==> src/rtl/dht11_avg_filter.sv <==
// dht11_avg_filter
//   Filters DHT11 readings before they reach the LCD controller and fan FSM.
//   Each reading is range-checked. Accepted readings go into a DEPTH-deep ring
//   buffer per channel, and the block publishes a moving average of
//   temperature and humidity. It also raises stale_o when no reading has been
//   accepted for STALE_CYC cycles.
//
//   Optional feature: define DHT11_FILTER_SPIKE_EN to enable spike rejection.
//   Once the buffer is full, an in-range sample whose temperature differs from
//   temp_o by more than SPIKE_TH is rejected. The third consecutive spike is
//   treated as a real step change and is accepted.
//
// Ports
//   clk, rst_n     50 MHz clock, asynchronous active-low reset
//   valid_i        one-cycle strobe qualifying temp_i / hum_i
//   temp_i, hum_i  raw integer readings (unsigned, 8 bit)
//   temp_o, hum_o  filtered readings, held between valid_o pulses
//   valid_o        one-cycle strobe, asserted 3 cycles after an accepted valid_i
//   full_o         ring buffer holds DEPTH accepted samples
//   stale_o        no accepted sample for STALE_CYC cycles
//   reject_cnt_o   rejected-sample count, saturates at 255
module dht11_avg_filter #(
    parameter int DEPTH      = 4,
    parameter int LOG2_DEPTH = 2,
    parameter int T_MIN      = 0,
    parameter int T_MAX      = 50,
    parameter int H_MIN      = 20,
    parameter int H_MAX      = 90,
    parameter int STALE_CYC  = 150_000_000,
    parameter int SPIKE_TH   = 5
) (
    input  logic       clk,
    input  logic       rst_n,
    input  logic       valid_i,
    input  logic [7:0] temp_i,
    input  logic [7:0] hum_i,
    output logic [7:0] temp_o,
    output logic [7:0] hum_o,
    output logic       valid_o,
    output logic       full_o,
    output logic       stale_o,
    output logic [7:0] reject_cnt_o
);

    localparam int SW = 8 + LOG2_DEPTH;
    localparam int CW = $clog2(STALE_CYC + 1);
    localparam logic [LOG2_DEPTH:0] FULL_CNT  = DEPTH[LOG2_DEPTH:0];
    localparam logic [CW-1:0]       STALE_MAX = STALE_CYC[CW-1:0];

    typedef enum logic [1:0] {S_IDLE, S_CHECK, S_ACCUM, S_EMIT} state_t;

    state_t                state_q, state_d;
    logic [7:0]            t_lat, h_lat;
    logic [7:0]            t_buf [DEPTH];
    logic [7:0]            h_buf [DEPTH];
    logic [SW-1:0]         t_sum, h_sum, t_sum_d, h_sum_d;
    logic [LOG2_DEPTH-1:0] wr_ptr;
    logic [LOG2_DEPTH:0]   count;
    logic [CW-1:0]         stale_cnt;
    logic                  in_range, accept;

`ifdef DHT11_FILTER_SPIKE_EN
    logic [1:0] spike_cnt;
    logic [7:0] t_diff;
    logic       spike;
`endif

    // Comparisons are done as int so a zero lower bound does not turn into
    // a constant-true unsigned compare.
    always_comb begin
        in_range = (int'(t_lat) >= T_MIN) && (int'(t_lat) <= T_MAX) &&
                   (int'(h_lat) >= H_MIN) && (int'(h_lat) <= H_MAX);
`ifdef DHT11_FILTER_SPIKE_EN
        t_diff = (t_lat >= temp_o) ? (t_lat - temp_o) : (temp_o - t_lat);
        spike  = full_o && (int'(t_diff) > SPIKE_TH);
        // Two spikes in a row have already been dropped, so the third is
        // treated as a genuine step change and accepted.
        accept = in_range && (!spike || spike_cnt == 2'd2);
`else
        accept = in_range;
`endif
    end

    // Running sums replace the oldest entry with the new sample. Buffer
    // entries are zero until the first wrap, so the fill phase needs no
    // special case.
    always_comb begin
        t_sum_d = t_sum + SW'(t_lat) - SW'(t_buf[wr_ptr]);
        h_sum_d = h_sum + SW'(h_lat) - SW'(h_buf[wr_ptr]);
    end

    always_ff @(posedge clk or negedge rst_n) begin
        if (!rst_n) state_q <= S_IDLE;
        else        state_q <= state_d;
    end

    always_comb begin
        state_d = state_q;
        case (state_q)
            S_IDLE:  if (valid_i) state_d = S_CHECK;
            S_CHECK: state_d = accept ? S_ACCUM : S_IDLE;
            S_ACCUM: state_d = S_EMIT;
            S_EMIT:  state_d = S_IDLE;
            default: state_d = S_IDLE;
        endcase
    end

    always_ff @(posedge clk or negedge rst_n) begin
        if (!rst_n) begin
            t_lat        <= '0;
            h_lat        <= '0;
            t_sum        <= '0;
            h_sum        <= '0;
            wr_ptr       <= '0;
            count        <= '0;
            temp_o       <= '0;
            hum_o        <= '0;
            valid_o      <= 1'b0;
            full_o       <= 1'b0;
            reject_cnt_o <= '0;
            for (int i = 0; i < DEPTH; i++) begin
                t_buf[i] <= '0;
                h_buf[i] <= '0;
            end
`ifdef DHT11_FILTER_SPIKE_EN
            spike_cnt    <= '0;
`endif
        end else begin
            // Outputs are registered on the way out of S_ACCUM, so valid_o
            // and the new data appear together in S_EMIT.
            valid_o <= (state_q == S_ACCUM);
            case (state_q)
                S_IDLE: begin
                    if (valid_i) begin
                        t_lat <= temp_i;
                        h_lat <= hum_i;
                    end
                end
                S_CHECK: begin
                    if (!accept) begin
                        if (reject_cnt_o != 8'hFF) reject_cnt_o <= reject_cnt_o + 1'b1;
`ifdef DHT11_FILTER_SPIKE_EN
                        if (in_range) spike_cnt <= spike_cnt + 1'b1;
`endif
                    end
                end
                S_ACCUM: begin
                    t_sum         <= t_sum_d;
                    h_sum         <= h_sum_d;
                    t_buf[wr_ptr] <= t_lat;
                    h_buf[wr_ptr] <= h_lat;
                    wr_ptr        <= wr_ptr + 1'b1;
                    if (count != FULL_CNT) count <= count + 1'b1;
                    // Average only once the window was already full before
                    // this sample. During fill, pass the newest sample through.
                    if (count == FULL_CNT) begin
                        temp_o <= t_sum_d[SW-1:LOG2_DEPTH];
                        hum_o  <= h_sum_d[SW-1:LOG2_DEPTH];
                    end else begin
                        temp_o <= t_lat;
                        hum_o  <= h_lat;
                    end
                    if (count >= FULL_CNT - 1'b1) full_o <= 1'b1;
`ifdef DHT11_FILTER_SPIKE_EN
                    spike_cnt <= '0;
`endif
                end
                default: ;
            endcase
        end
    end

    // Only an accepted sample clears the stale counter. Rejected samples
    // leave it running.
    always_ff @(posedge clk or negedge rst_n) begin
        if (!rst_n)                    stale_cnt <= '0;
        else if (state_q == S_ACCUM)   stale_cnt <= '0;
        else if (stale_cnt != STALE_MAX) stale_cnt <= stale_cnt + 1'b1;
    end

    assign stale_o = (stale_cnt == STALE_MAX);

endmodule

==> config.mk <==
export PLATFORM = sky130hd
export DESIGN_NAME = dht11_avg_filter
export DESIGN_NICKNAME = d
export VERILOG_FILES = /design/src/rtl/dht11_avg_filter.sv
export SDC_FILE = /design/constraint.sdc
export NUM_CORES = 1
export LEC_CHECK = 0
export CAP_MARGIN = 0
export CORE_MARGIN = 2
export CORE_UTILIZATION = 54
export CTS_CLUSTER_SIZE = 40
export DETAILED_ROUTE_END_ITERATION = 7
export PLACE_DENSITY = 0.88
export REMOVE_ABC_BUFFERS = 1
export SKIP_LAST_GASP = 1
export SYNTH_ARGS = -nofsm -noshare
export SYNTH_HDL_FRONTEND = slang
export SYNTH_SLANG_ARGS = --single-unit
==> constraint.sdc <==
create_clock -name clk -period 3.5 [get_ports clk]
set_clock_uncertainty 0.05 [all_clocks]
set_input_delay 0.875 -clock clk [delete_from_list [all_inputs] [get_ports clk]]
set_output_delay 0.875 -clock clk [all_outputs]
set_load 0.005 [all_outputs]
==> results.md <==
* Outcome: finished clean
* Post-Place Cells at 1,032
* Hold Path Class: in -> async
* Detailed-route wire length per cell at 17.2 um
* Post-Syn Area per Cell at 10.2 um^2
* Post-synthesis compound-gate area fraction at 11.9%
* Depth of the worst register-to-register path at 13
* Required time of the critical path at 3.76 ns
* Post-DP Area at 0.00897 mm^2
* Drt first pass iters at 5
* Initial core utilization at 54.7%
* Chip width at 127 um
* Yosys reg bits at 161
* All-Layer GR Usage at 24.3%
* HPWL after DPL at 12,700 um
* Top-count cell post-synth: dfrtp_1
* Startpoint Class: flop
* Slowest CP cell: mux4_2
* Xor/xnor share of the synthesized area at 5.11%
* Overall die height at 127 um
* Layout cell share with drive strength beyond 1 at 10.9%
* Final setup vio count at 0
* Die ar. at 0.0162 mm^2
* Yosys top cell area share at 49.0%
* Number of synthesized flops with an enable pin at 0
* Crit path DAT at 3.68 ns
* Area Growth Syn to Fin at 17.2%
* Worst setup path end: temp_o[6]
* Worst reg2reg path endpoint: temp_o[6]
* Worst R2R Setup Slack at 0.08 ns
* CTS root buffer: clkbuf_16
* Main combinational cell family by area after synthesis: simple AND/OR/NAND/NOR gates
* Sequential-to-total area share from yosys stat at 49.0%
* Worst-path fanout max at 5
* CTS hold repair buffers at 0
* Initial antenna violation count at 0
* Area leader, netlist: dfrtp_1
* # IOs at 46
* Synth Warn # at 0
* Most used cell, CP: ha_1
* Largest net degree at the start of global routing at 57
* Clock Latency Late Sink at 0.43 ns
* Drt drc at 0
* 1st-iter DRT viols at 513
* Design Area, Final at 0.00964 mm^2
* Synth unique cells at 56
* Crit path time final at 3.42 ns
* Slew Viols, Final at 0
* Max incr delay on CP at 0.49 ns
* CP startpoint: wr_ptr[0]
* Via density at 5.68
* Post-Synth Simple-Gate Area at 13.3%
* CTS tree: yes
* Post-Layout Cell Count at 1,065
* F_max at 292 MHz
* Number of core rows at 45
* CP Capture Type: flop
* Main synth FF type: dfrtp_1
* First-pass GRT wire length at 31,100 um
* RSZ-0062 raised after global routing: true
* Clock transition at path regs at 0.07 ns
* CTS Buf Count at 17
* Port bufs at 45
* Grt total ovfl at 0
* DRT Wirelength at 18,300 um
* Synth top cells by count: 161 x dfrtp_1, 120 x nand2_1, 106 x o21ai_0
* Clk sink count at 161
* Vias in the first global route at 6,210
* Ranking of synthesized cells by area: dfrtp_1 49%, o21ai_0 6.4%, nand2_1 5.5%
* Nets@finish at 929
* Crit-path cells: buf_6 > mux4_2 > ha_1 > inv_1 > ha_1 > inv_2 > fa_2 > nor2b_4 > o31a_1 > or4_4 > a31oi_4 > mux2i_1 > a221o_1
* Tightest Pin Transition at 0.984 ns
* Antenna cells at 0
* Max Cap Viol at 0
* Core footprint at 0.0150 mm^2
* Mux contribution to synthesized area at 7.15%
* Cell count after synthesis at 809
* RR Startpoint: wr_ptr[0]
* Post-DRT Antenna Nets at 0
* Final worst-path cycle share at 97.8%
* Slew HR at 34.3%
* GPL Wtd Cong at 0.908
* Cell Area, Synth at 0.00823 mm^2
* Asr flop ratio synth at 100%
* H-tree level count at 4
* Final hold violation count at 0
* Worst Path Class, Setup: reg -> reg
* Synth Area in Adders at 8.46%
* Max clock buf depth at 2
* Via count at 6,052
* Fin Hold WS at 0.348 ns
-- state kept, by name (all words and copies together), names as in the netlist, named ones only --
| name | cells |
|---|---|
| count | 3 |
| full_o | 1 |
| h_buf | 32 |
| h_lat | 8 |
| h_sum | 10 |
| hum_o | 8 |
| reject_cnt_o | 8 |
| stale_cnt | 28 |
| state_q | 1 |
| t_buf | 32 |
| t_lat | 8 |
| t_sum | 10 |
| temp_o | 8 |
| valid_o | 1 |
| wr_ptr | 2 |
-- worst max-delay path: cells and delay by family, from the launching register on --
kind,cells,cell delay [ns]
AO/OA/AOI/OAI,3,0.76
adder cells (fa/ha/maj),3,0.73
buffers and inverters,3,0.25
flip-flops,1,0.45
multiplexers,2,0.59
AND/OR/NAND/NOR,2,0.49
-- layout make-up --
cell class,count,area (um^2)
clock buffer,19,443
tap,188,235
fill,1096,5390
sequential,161,4030
clock inverter,13,154
timing repair buffer,68,648
inverter,80,300
multi-input combinational,536,3830
-- timing repair --
action,4_1_cts,5_1_grt
resized for setup,0,12
buffers inserted,0,1
endpoints found under the setup margin,0,18
-- kinds of logic after synthesis --
kind of cell | Yosys count
buffers and inverters | 112
XOR/XNOR | 48
multiplexers | 37
flip-flops | 161
adder cells (fa/ha/maj) | 46
AND/OR/NAND/NOR | 237
AO/OA/AOI/OAI | 168
-- worst min path at each step --
stage | end | slack [ns] | cells past startpoint
CTS | h_lat[0] | 0.36 | 1
global route | h_lat[0] | 0.38 | 1
global placement | t_buf[14] | 0.41 | 2
finish | h_lat[0] | 0.35 | 1
detailed placement | t_buf[14] | 0.42 | 2
floorplan | h_buf[10] | 0.39 | 2
-- placed cells by master, fill, tap and decap left out, types with 5 or more instances in the layout --
cell type        instances
o21ai_0                106
xnor2_1                 20
nor3_1                   8
o21a_1                   5
clkdlybuf4s50_1         44
fa_1                    15
and3_1                   9
mux4_2                  16
inv_1                   78
dfrtp_1                159
nor2_1                  51
clkbuf_16               17
nand3_1                 13
xor2_1                  28
mux2_1                   8
ha_1                    28
nand2_1                120
buf_4                   19
mux2i_1                  7
o21ai_1                  5
a21o_1                   5
mux2_2                   6
nand4_1                  7
a211oi_1                 6
a21oi_1                 15
-- per-stage QoR --
stage	worst slack [ns]	utilization, %	TNS, ns
6_report	0.0757	64.1	0
5_1_grt	-0.0420	64.1	-0.0738
4_1_cts	0.00261	63.7	0
3_5_place_dp	0.0274	59.7	0
3_3_place_gp	0.131	59.7	0
2_1_floorplan	-0.387	-	-1.91
-- metal layers --
layer,GRT usage (%),share of wire (%),vias to the layer above
met4,8.21,2.0,0
met5,0,0,-
met2,39.3,49,185
met3,4.73,5.3,29
li1,-,-,2853
met1,33.4,44,2985
Power is not shown: default switching activity piles up to over one toggle a cycle in this logic, so the estimate is an artifact.
